## config.mk

```make
export PLATFORM = sky130hd
export DESIGN_NAME = current_switch_sequencer
export DESIGN_NICKNAME = d
export VERILOG_FILES = /design/src/rtl/current_switch_sequencer.sv
export SDC_FILE = /design/constraint.sdc
export NUM_CORES = 1
export LEC_CHECK = 0
export CAP_MARGIN = 20
export CORE_UTILIZATION = 50
export CTS_CLUSTER_DIAMETER = 30
export CTS_CLUSTER_SIZE = 10
export DETAILED_ROUTE_END_ITERATION = 16
export GPL_ROUTABILITY_DRIVEN = 0
export PLACE_DENSITY = 0.75
export REMOVE_ABC_BUFFERS = 1
export SLEW_MARGIN = 20
export SYNTH_ARGS = -nofsm -noshare
export SYNTH_HDL_FRONTEND = slang
export SYNTH_SLANG_ARGS = --single-unit
```

## constraint.sdc

```tcl
create_clock -name i_clk -period 5.3 [get_ports i_clk]
set_clock_uncertainty 0.2 [all_clocks]
set_input_delay 1.06 -clock i_clk [delete_from_list [all_inputs] [get_ports i_clk]]
set_output_delay 1.06 -clock i_clk [all_outputs]
set_load 0.005 [all_outputs]
```

## src/rtl/current_switch_sequencer.sv

```systemverilog
// Thermometer-code sequencer for current_switch_array: slews the switch count one unit
// per dwell period toward a requested target, settles, then pulses done.
module current_switch_sequencer #(
  parameter int N_ARRAY       = 47,
  parameter int CW            = $clog2(N_ARRAY + 1),
  parameter int DWELL_CYCLES  = 10,
  parameter int SETTLE_CYCLES = 16,
  parameter int RESET_CODE    = N_ARRAY
) (
  input  logic               i_clk,
  input  logic               i_rst_n,
  input  logic [CW-1:0]      i_target,
  input  logic               i_target_valid,
  output logic               o_target_ready,
  input  logic               i_abort,
  output logic [N_ARRAY-1:0] o_ctrl,
  output logic [CW-1:0]      o_code,
  output logic               o_busy,
  output logic               o_done
);

  typedef enum logic [1:0] {
    IDLE   = 2'd0,
    RAMP   = 2'd1,
    SETTLE = 2'd2
  } state_t;

  // One counter serves both the dwell and settle phases, so size it for the longer one.
  localparam int CNT_MAX = (DWELL_CYCLES > SETTLE_CYCLES + 1) ? DWELL_CYCLES : SETTLE_CYCLES + 1;
  localparam int CNTW    = $clog2(CNT_MAX + 1);

  localparam logic [CW-1:0]   CODE_MAX    = CW'(N_ARRAY);
  localparam logic [CNTW-1:0] DWELL_LAST  = CNTW'(DWELL_CYCLES - 1);
  localparam logic [CNTW-1:0] SETTLE_LAST = CNTW'(SETTLE_CYCLES);

  function automatic logic [N_ARRAY-1:0] therm(input logic [CW-1:0] c);
    logic [N_ARRAY-1:0] t;
    t = '0;
    for (int i = 0; i < N_ARRAY; i++) begin
      t[i] = (i < int'(c));
    end
    return t;
  endfunction

  localparam logic [N_ARRAY-1:0] RESET_CTRL = therm(CW'(RESET_CODE));

  state_t             r_state;
  logic [CW-1:0]      r_code;
  logic [CW-1:0]      r_target;
  logic [CNTW-1:0]    r_cnt;
  logic [N_ARRAY-1:0] r_ctrl;
  logic               r_busy;
  logic               r_done;
  logic               r_ready;

  state_t             w_state_nxt;
  logic [CW-1:0]      w_code_nxt;
  logic [CW-1:0]      w_target_nxt;
  logic [CNTW-1:0]    w_cnt_nxt;
  logic               w_done_nxt;
  logic [CW-1:0]      w_clamped;
  logic [CW-1:0]      w_step_code;

  always_ff @(posedge i_clk or negedge i_rst_n) begin
    if (!i_rst_n) begin
      r_state  <= IDLE;
      r_code   <= CW'(RESET_CODE);
      r_target <= CW'(RESET_CODE);
      r_cnt    <= '0;
      r_ctrl   <= RESET_CTRL;
      r_busy   <= 1'b0;
      r_done   <= 1'b0;
      r_ready  <= 1'b1;
    end else begin
      r_state  <= w_state_nxt;
      r_code   <= w_code_nxt;
      r_target <= w_target_nxt;
      r_cnt    <= w_cnt_nxt;
      r_ctrl   <= therm(w_code_nxt);
      r_busy   <= (w_state_nxt != IDLE);
      r_done   <= w_done_nxt;
      r_ready  <= (w_state_nxt == IDLE);
    end
  end

  // Abort freezes the code where it stands; it only matters once a move is under way.
  always_comb begin
    w_state_nxt  = r_state;
    w_code_nxt   = r_code;
    w_target_nxt = r_target;
    w_cnt_nxt    = r_cnt;
    w_done_nxt   = 1'b0;
    w_clamped    = (i_target > CODE_MAX) ? CODE_MAX : i_target;
    w_step_code  = (r_code < r_target) ? (r_code + CW'(1)) : (r_code - CW'(1));

    if (i_abort && (r_state != IDLE)) begin
      w_state_nxt = IDLE;
      w_cnt_nxt   = '0;
    end else begin
      case (r_state)
        IDLE: begin
          if (i_target_valid) begin
            w_target_nxt = w_clamped;
            w_cnt_nxt    = '0;
            if (w_clamped != r_code) begin
              w_state_nxt = RAMP;
            end else begin
              w_done_nxt = 1'b1;
            end
          end
        end
        RAMP: begin
          if (r_cnt == DWELL_LAST) begin
            w_code_nxt = w_step_code;
            w_cnt_nxt  = '0;
            if (w_step_code == r_target) begin
              w_state_nxt = SETTLE;
            end
          end else begin
            w_cnt_nxt = r_cnt + CNTW'(1);
          end
        end
        SETTLE: begin
          if (r_cnt == SETTLE_LAST) begin
            w_state_nxt = IDLE;
            w_cnt_nxt   = '0;
            w_done_nxt  = 1'b1;
          end else begin
            w_cnt_nxt = r_cnt + CNTW'(1);
          end
        end
        default: begin
          w_state_nxt = IDLE;
          w_cnt_nxt   = '0;
        end
      endcase
    end
  end

  assign o_ctrl         = r_ctrl;
  assign o_code         = r_code;
  assign o_busy         = r_busy;
  assign o_done         = r_done;
  assign o_target_ready = r_ready;

endmodule

```

==> metrics <==
Die X 83.9 um; startpoint types register; crit-path cells inv_1 -> ha_1 -> nand2b_1 -> a21oi_1 -> o22a_1 -> inv_1 -> fa_1 -> inv_1 -> a21o_1 -> a21oi_1 -> xor2_1 -> o21ai_1 -> buf_4 -> nor2_1 -> nand3_1; first-pass GRT wire length 11500 um; commonest register cell after synthesis dfstp_2; VDD IR-drop max 0.190 mV; Final Max Tran Viols 0; most frequent CP cell inv_1; Peak Freq 245 MHz; Distinct cells, synth 47; Reg2Reg Depth 15; Fillers 505; drt first pass iters 10; CP arrival 4.11 ns; largest net degree at the start of global routing 69; Post-DRT Antenna Nets 0; worst-path maximum fanout 18; DIE AREA 7040 um^2; Finished Cell Area 4230 um^2; CTS Hold Buffers Added 0; ys async rst share 100%; slowest cell on the critical path nor2_1; CTS Root Cell clkbuf_8; core area 6420 um^2; Clock power frac 33.5%; initial antenna violation count 0; Rows 29; share of cells above drive strength 1 21.9%; Routed WL 6580 um; worst-skew pair later-pin latency 0.34 ns; I/O pin count 66; Critical R2R Launch o_code[0]; gate count after technology mapping 324; Leak Pwr 0.00183 uW; Pint 922 uW; Buf/Inv on CP 4; ANT cells 0; sequential share of power 47.4%; cell depth of the worst setup path 15; WS Path Type reg -> reg; Total Power 1270 uW; Tot GR Track Use 21.0%; die height 83.9 um; Max-slew headroom 37.5%; synth warn 0; CP peak stage delay 0.73 ns; Fin Setup TNS 0 ns; hold violation count in the final report 0; Num CTS Buffers 9; clock sink total 68; setup repair bufs after CTS 0; Final nets 413; via count 2513; Vias per Instance 5.39; initial DRC count 173; Avg WL per Cell 14.1 um; vias in the first global route 2445; H-tree Lvls 3; Setup crit end o_ctrl[0]; final setup violation count 0; leading cell type in the layout, fill and taps excluded clkdlybuf4s50_1; total net switching power 348 uW; HP Class reg -> reg; Synth Area per Inst 10.4 um^2; RSZ-0062 raised after global routing no; Final Util 65.8%; residual DRC count 16; failing checks design-rule violations; RR Endpoint o_ctrl[0]; commonest non-fill, non-tap cells in the layout clkdlybuf4s50_1 (64), dfstp_2 (57), nand2_1 (43), o21ai_0 (31), a21oi_1 (27); worst-margin pin slew 0.935 ns; crit end category register; family with the most delay on the worst path simple AND/OR/NAND/NOR gates; Max Cap Viol 0; TritonCTS clock tree built; Worst Setup SP o_code[0]; effective utilization at floorplan 52.2%; sequential fraction of the synthesis area 52.9%; deepest clock path buffer count 2; Final Cycle Share 77.0%; Net Sw Frac 27.4%; Post-synth EDFFs 0; PwrDens 300 nW/um^2; Area Growth Syn to Fin 26.0%; CTS resizes 0; post-synthesis cell area 3350 um^2; #FFs+latches synth 68; number of I/O port buffers 65; Critical Path RT 5.33 ns; FF-to-FF setup slack 1.22 ns; Final min period 4.08 ns; hpwl dp 4600 um; DP Area 4030 um^2; Clock Pin Slew Worst Setup and Hold Paths 0.07 ns; Overflow after GRT 0; status finished with violations; combinational share of power 19.1%
-- registers in the layout, indices dropped and copies added, names as in the netlist --
| name | flops |
|---|---|
| o_ctrl | 47 |
| r_target | 6 |
| o_code | 5 |
| r_cnt | 5 |
| r_state | 2 |
| o_busy | 1 |
| o_done | 1 |
| o_target_ready | 1 |
-- layer usage --
layer	vias up	GRT usage, %	routed length (um)
li1	1226	-	-
met1	1194	26.6	2890
met2	82	34.6	3220
met3	11	5.04	353
met4	0	8.93	123
met5	-	0	0
-- cell type report --
cell class / instances / area (um^2) / share of cell area (%)
Clock buffer: 10 / 138 / 3.26
Clock inverter: 6 / 63.8 / 1.51
Inverter: 17 / 63.8 / 1.51
Multi-Input combinational cell: 220 / 1430 / 33.7
Sequential cell: 68 / 1770 / 41.9
Tap cell: 77 / 96.3 / 2.28
Timing Repair Buffer: 68 / 668 / 15.8
-- per-stage QoR --
| stage | std cells | hold WS (ns) | setup slack (ns) |
|---|---|---|---|
| global placement | 450 | 0.270 | 1.34 |
| finish | 466 | 0.288 | 1.22 |
| CTS | 466 | 0.293 | 1.23 |
| global route | 466 | 0.313 | 0.784 |
| floorplan | 305 | 0.250 | 0.537 |
| detailed placement | 450 | 0.278 | 1.27 |
-- worst register-to-register path: stages (launching register included) --
cell and delay (ns):
dfstp_2 0.66, inv_1 0.17, ha_1 0.23, nand2b_1 0.14, a21oi_1 0.13, o22a_1 0.32, inv_1 0.13, fa_1 0.41
inv_1 0.07, a21o_1 0.10, a21oi_1 0.09, xor2_1 0.14, o21ai_1 0.07, buf_4 0.21, nor2_1 0.73, nand3_1 0.17
-- cell usage after synthesis (all sizes together), types with 3 or more instances --
cell,count,area (um^2)
dfstp,57,1500
nand2,43,161
o21ai,34,174
a21oi,27,135
ha,18,225
inv,17,63.8
nor2,16,60.1
nand3,15,75.1
buf,12,73.8
dfrtp,11,275
xnor2,10,87.6
clkbuf,7,26.3
a21o,4,30.0
nand2b,4,25.0
a211o,3,26.3
nand4,3,18.8
nor2b,3,18.8
o21a,3,22.5
xnor3,3,67.6
xor2,3,26.3
-- cells by family (layout without fill, tap and decap cells) --
| group | count (synthesis) | after routing | share of synthesized area (%) |
|---|---|---|---|
| DFF | 68 | 68 | 52.9 |
| buffers and inverters | 36 | 101 | 4.89 |
| and+or+nand+nor | 97 | 97 | 13.6 |
| adders and majority gates | 19 | 19 | 7.31 |
| muxes | 2 | 2 | 0.671 |
| AOI/OAI and AO/OA | 86 | 86 | 15.3 |
| xor gates and xnor gates | 16 | 16 | 5.41 |
-- power by group through the flow --
stage,Clock [uW],Sequential [uW],Combinational (uW)
after floorplan,0,603,168
after global placement,0,608,236
after detailed placement,0,608,242
after CTS,437,601,243
after global routing,461,605,276
final,425,601,242
-- how the worst min path moves through the flow --
| stage | start | end | slack [ns] | cells past startpoint |
|---|---|---|---|---|
| after CTS | r_target[0] | r_target[0] | 0.29 | 2 |
| final | r_target[0] | r_target[0] | 0.29 | 2 |
| after global routing | r_target[0] | r_target[0] | 0.31 | 2 |
| after floorplan | r_target[4] | r_target[4] | 0.25 | 2 |
| after global placement | r_target[0] | r_target[0] | 0.27 | 2 |
| after detailed placement | r_target[0] | r_target[0] | 0.28 | 2 |
(Power assumes the default switching activity.)
